==> config.mk <==
export PLATFORM = sky130hd
export DESIGN_NAME = pretrade_risk_gate
export DESIGN_NICKNAME = d
export VERILOG_FILES = /design/src/rtl/pretrade_risk_gate.sv
export SDC_FILE = /design/constraint.sdc
export NUM_CORES = 1
export LEC_CHECK = 0
export CAP_MARGIN = 15
export CORE_MARGIN = 5
export CORE_UTILIZATION = 52
export CTS_BUF_LIST = sky130_fd_sc_hd__clkbuf_8 sky130_fd_sc_hd__clkbuf_16
export CTS_CLUSTER_DIAMETER = 120
export DETAILED_ROUTE_END_ITERATION = 16
export GPL_ROUTABILITY_DRIVEN = 0
export GPL_TIMING_DRIVEN = 1
export PLACE_DENSITY_LB_ADDON = 0.05
export SLEW_MARGIN = 25
export SYNTH_ARGS = -nofsm -noshare
export SYNTH_HDL_FRONTEND = slang
export SYNTH_SLANG_ARGS = --single-unit
==> constraint.sdc <==
create_clock -name clk -period 4.4 [get_ports clk]
set_clock_uncertainty 0.05 [all_clocks]
set_input_delay 0.88 -clock clk [delete_from_list [all_inputs] [get_ports clk]]
set_output_delay 0.88 -clock clk [all_outputs]
set_load 0.1 [all_outputs]
==> src/rtl/pretrade_risk_gate.sv <==
// Pre-trade risk gate: buffers CPU orders in a small FIFO, checks each against the trading
// limit and either forwards it on a valid/ready port or drops and counts it.
module pretrade_risk_gate #(
    parameter int unsigned ID_W       = 5,
    parameter int unsigned AMT_W      = 16,
    parameter int unsigned FIFO_DEPTH = 4
) (
    input  logic             clk,
    input  logic             rst,
    input  logic             in_valid,
    output logic             in_ready,
    input  logic [ID_W-1:0]  in_client_id,
    input  logic [AMT_W-1:0] in_amount,
    input  logic             max_load,
    input  logic [31:0]      max_in,
    input  logic [31:0]      cancelled_total,
    output logic             out_valid,
    input  logic             out_ready,
    output logic [ID_W-1:0]  out_client_id,
    output logic [AMT_W-1:0] out_amount,
    output logic [AMT_W-1:0] accumulated_orders,
    output logic [31:0]      max_to_trade,
    output logic             reject_pulse,
    output logic [15:0]      rejected_count,
    output logic             busy
);
    localparam int unsigned PTR_W = $clog2(FIFO_DEPTH);
    localparam int unsigned ENT_W = ID_W + AMT_W;
    localparam int unsigned EXP_W = AMT_W + 2;
    localparam logic [PTR_W:0] FullCnt = (PTR_W + 1)'(FIFO_DEPTH);
    localparam logic [PTR_W:0] CntOne  = (PTR_W + 1)'(1);

    typedef enum logic [1:0] {StIdle, StCheck, StSend, StReject} state_e;

    state_e state_q, state_d;

    logic [ENT_W-1:0] mem_q [FIFO_DEPTH];
    logic [ENT_W-1:0] head;
    logic [PTR_W-1:0] wr_ptr_q, rd_ptr_q;
    logic [PTR_W:0]   count_q, count_d;
    logic             in_ready_q;
    logic             head_avail_q;
    logic             push, pop;

    logic [ID_W-1:0]  hold_id_q;
    logic [AMT_W-1:0] hold_amt_q;
    logic [AMT_W-1:0] acc_q, acc_sat;
    logic [AMT_W:0]   acc_sum;
    logic [AMT_W-1:0] limit_q;
    logic [15:0]      rej_cnt_q;
    logic [EXP_W-1:0] exp_val;
    logic             check_pass;
    logic             unused_hi;

    assign push = in_valid & in_ready_q;
    assign pop  = (state_q == StIdle) & head_avail_q;
    assign head = mem_q[rd_ptr_q];

    always_comb begin
        count_d = count_q;
        if (push && !pop) begin
            count_d = count_q + CntOne;
        end else if (pop && !push) begin
            count_d = count_q - CntOne;
        end
    end

    always_ff @(posedge clk) begin
        if (push) begin
            mem_q[wr_ptr_q] <= {in_client_id, in_amount};
        end
    end

    // head_avail_q lags occupancy by one cycle; safe because IDLE is revisited no sooner
    // than two cycles after a pop, and it sets the accept-to-out latency to three edges.
    always_ff @(posedge clk) begin
        if (rst) begin
            wr_ptr_q     <= '0;
            rd_ptr_q     <= '0;
            count_q      <= '0;
            in_ready_q   <= 1'b0;
            head_avail_q <= 1'b0;
        end else begin
            if (push) wr_ptr_q <= wr_ptr_q + PTR_W'(1);
            if (pop)  rd_ptr_q <= rd_ptr_q + PTR_W'(1);
            count_q      <= count_d;
            in_ready_q   <= (count_d != FullCnt);
            head_avail_q <= (count_q != '0);
        end
    end

    // Signed 18-bit view so a large cancelled total can drive the exposure negative.
    assign exp_val    = {2'b00, acc_q} + {2'b00, hold_amt_q}
                      - {2'b00, cancelled_total[AMT_W-1:0]};
    assign check_pass = $signed(exp_val) < $signed({2'b00, limit_q});

    assign acc_sum = {1'b0, acc_q} + {1'b0, hold_amt_q};
    assign acc_sat = acc_sum[AMT_W] ? '1 : acc_sum[AMT_W-1:0];

    always_ff @(posedge clk) begin
        if (rst) begin
            state_q <= StIdle;
        end else begin
            state_q <= state_d;
        end
    end

    always_comb begin
        state_d = state_q;
        unique case (state_q)
            StIdle:   if (head_avail_q) state_d = StCheck;
            StCheck:  state_d = check_pass ? StSend : StReject;
            StSend:   if (out_ready) state_d = StIdle;
            StReject: state_d = StIdle;
            default:  state_d = StIdle;
        endcase
    end

    always_comb begin
        out_valid    = 1'b0;
        reject_pulse = 1'b0;
        unique case (state_q)
            StSend:   out_valid    = 1'b1;
            StReject: reject_pulse = 1'b1;
            default:  ;
        endcase
    end

    always_ff @(posedge clk) begin
        if (rst) begin
            hold_id_q  <= '0;
            hold_amt_q <= '0;
            acc_q      <= '0;
            limit_q    <= '0;
            rej_cnt_q  <= '0;
        end else begin
            if (pop) begin
                hold_id_q  <= head[ENT_W-1:AMT_W];
                hold_amt_q <= head[AMT_W-1:0];
            end
            if (max_load) begin
                limit_q <= max_in[AMT_W-1:0];
            end
            if (state_q == StSend && out_ready) begin
                acc_q <= acc_sat;
            end
            if (state_q == StReject && rej_cnt_q != 16'hFFFF) begin
                rej_cnt_q <= rej_cnt_q + 16'd1;
            end
        end
    end

    assign in_ready           = in_ready_q;
    assign out_client_id      = hold_id_q;
    assign out_amount         = hold_amt_q;
    assign accumulated_orders = acc_q;
    assign max_to_trade       = 32'(limit_q);
    assign rejected_count     = rej_cnt_q;
    assign busy               = (state_q != StIdle) | (count_q != '0);

    assign unused_hi = ^{max_in[31:AMT_W], cancelled_total[31:AMT_W]};

endmodule
==> results.json <==
{
  "pwr-share-comb": 0.479,
  "ys_warn_count": 0,
  "route.detailed.drc": 0,
  "report.power.total_w": 0.00641,
  "switching_power_w": 0.00275,
  "gr-usage-met3": 0.0378,
  "use_met1": 0.259,
  "setup_ws_ns": 0.0551,
  "place_ws_ns": -0.483,
  "postRouteAntennaNets": 0,
  "firstDrtPassIters": 5,
  "dieHeight_um": 140,
  "num_antenna_cells": 0,
  "required_ns": 4.69,
  "vias_per_cell": 5.39,
  "layout.cells.non_filler": 1217,
  "hold_class": "reg2reg",
  "placement_rows": 47,
  "async_flop_share": 0,
  "core-area_um2": 16600,
  "worst_slew_pin_slew_ns": 1.05,
  "critPathArrivalTime_ns": 4.64,
  "hold_violations": 0,
  "place_hpwl_um": 15000,
  "synth_cell_type_count": 63,
  "syn-cell-area_um2": 8830,
  "multiInputGateArea_um2": 4220,
  "holdWs_ns": 0.409,
  "avgRoutedWirePerCell_um": 16.9,
  "max-slew-margin-rel": 0.296,
  "drv_cap": 0,
  "io_buffer_count": 130,
  "seqCellArea_um2": 4130,
  "syn-instance-count": 824,
  "nFillCells": 1305,
  "clk_pin_slew_worst_paths_ns": 0.06,
  "fmax_ghz": 0.230,
  "yosys_most_used_dff": "edfxtp_1",
  "die-area_um2": 19700,
  "cts_hold_buf": 0,
  "clockPowerShare": 0.219,
  "cp-start-kind": "primary input",
  "syn_avg_cell_area_um2": 10.7,
  "crit_type": "in2reg",
  "fin_nets": 1147,
  "period_share": 0.987,
  "cts_tree": "built",
  "grt_max_degree": 66,
  "slew_viol_final": 0,
  "grt_pass1_vias": 6575,
  "power.share.switching": 0.429,
  "die_x_um": 140,
  "layout_common_cells": "128 x clkdlybuf4s50_1, 96 x inv_1, 84 x edfxtp_1",
  "p_int_w": 0.00366,
  "busiest_layer": "met2",
  "peakVddDrop_mv": 0.322,
  "p_seq_frac": 0.303,
  "start_util": 0.530,
  "cts.path.max_buffers": 2,
  "area_growth_pct": 26.2,
  "period_needed_ns": 4.34,
  "utilization": 0.669,
  "p_leak_nw": 4.35,
  "yosysSeqAreaShare": 0.467,
  "drive_gt1_frac": 0.128,
  "setup_violations": 0,
  "synth_edf_count": 84,
  "layout_commonest_cell": "clkdlybuf4s50_1",
  "vias": 6556,
  "drt_wl_total_um": 20600,
  "crit_path_max_fanout": 3,
  "gr-total-overflow": 0,
  "grt_pass1_wl_um": 32400,
  "power_density_nw_per_um2": 576,
  "grtUsageMet2": 0.357,
  "grt_usage": 0.205,
  "endpoint_kind": "register",
  "cts_made_buffers": 17,
  "clk_latency_ns": 0.43,
  "io_pins": 179,
  "antenna_found_initial": 0,
  "htreeDepth": 4,
  "cts-root-buf": "clkbuf_16",
  "drt_iter0_markers": 292,
  "ys_seq_elements": 164,
  "dp_cells": 1183,
  "numClockSinks": 164,
  "status": "completed"
}
## state kept, by name, indices dropped and copies added (netlist names)
register,cells
state_q,2
out_client_id,5
mem_q,84
wr_ptr_q,2
in_ready,1
head_avail_q,1
accumulated_orders,16
rejected_count,16
limit_q,16
out_amount,16
rd_ptr_q,2
count_q,3
## path summary, 6_finish.rpt
path                           start               end  slack (ns)  cells past startpoint
setup / recovery  cancelled_total[2]        state_q[0]        0.06                     17
hold / removal      out_client_id[3]  out_client_id[3]        0.41                      2
setup reg to reg       out_amount[2]        state_q[0]        0.41                     17
hold reg to reg     out_client_id[3]  out_client_id[3]        0.41                      2
## metrics by stage
| step | area [µm²] | TNS, ns |
|---|---|---|
| 5_1_grt | 11100 | -0.0388 |
| 2_1_floorplan | 8880 | 0 |
| 3_5_place_dp | 10500 | -0.483 |
| 3_3_place_gp | 10500 | -0.378 |
| 4_1_cts | 11100 | 0 |
| 6_report | 11100 | 0 |
## synthesized netlist by cell type (all sizes together), types with 20 or more instances
cell type  count  area, µm²
inv           93        349
edfxtp        84       2520
dfxtp         80       1600
nand2         79        297
nor2          74        278
ha            56        701
a21oi         49        245
buf           26        176
o21ai         25        125
xnor2         22        193
mux4          21        473
xor2          20        175
## worst max-delay path: stages
cell             delay [ns]
clkdlybuf4s50_1        0.43
fa_1                   0.54
inv_1                  0.04
ha_1                   0.32
o21ai_0                0.26
o211ai_1               0.16
buf_4                  0.17
a311oi_2               0.27
nor3_2                 0.09
xor2_1                 0.16
ha_1                   0.31
nand2_1                0.09
o21ai_2                0.15
nor4_1                 0.07
o21ai_0                0.06
or3b_2                 0.46
a31oi_1                0.18
## power by group through the flow
stage | combinational, W | sequential, W | clock [W]
2_1_floorplan | 0.00161 | 0.00253 | 0
6_report | 0.00307 | 0.00194 | 0.00140
4_1_cts | 0.00302 | 0.00194 | 0.00143
3_5_place_dp | 0.00300 | 0.00197 | 0
5_1_grt | 0.00331 | 0.00197 | 0.00148
3_3_place_gp | 0.00293 | 0.00196 | 0
## timing repair
item,4_1_cts,5_1_grt
pin swaps,1,5
endpoints found under the setup margin,1,1
gates resized for setup,1,11
buffers inserted,0,2
## final cells by class
type                       count  share of cell area
multi-input combinational    538               0.379
sequential                   164               0.370
timing repair buffer         170               0.145
clock buffer                  17              0.0382
inverter                      93              0.0313
tap                          220              0.0247
clock inverter                15              0.0119
## metal layers
layer / vias to the layer above / part of all wire
met5: - / 0
met4: 0 / 0.020
met3: 32 / 0.041
met2: 174 / 0.50
met1: 3163 / 0.44
li1: 3187 / -
## logic make-up (layout without fill, tap and decap cells)
group	count (synthesis)	after routing	synth area share
other	1	16	0.000425
buffers and inverters	137	295	0.0672
AO/OA/AOI/OAI	147	147	0.118
XOR/XNOR	42	42	0.0417
adder cells (fa/ha/maj)	73	73	0.118
multiplexers	39	39	0.0740
flip-flops	164	164	0.467
AND/OR/NAND/NOR	221	221	0.113
No activity file was read; power rests on OpenSTA's default activity.
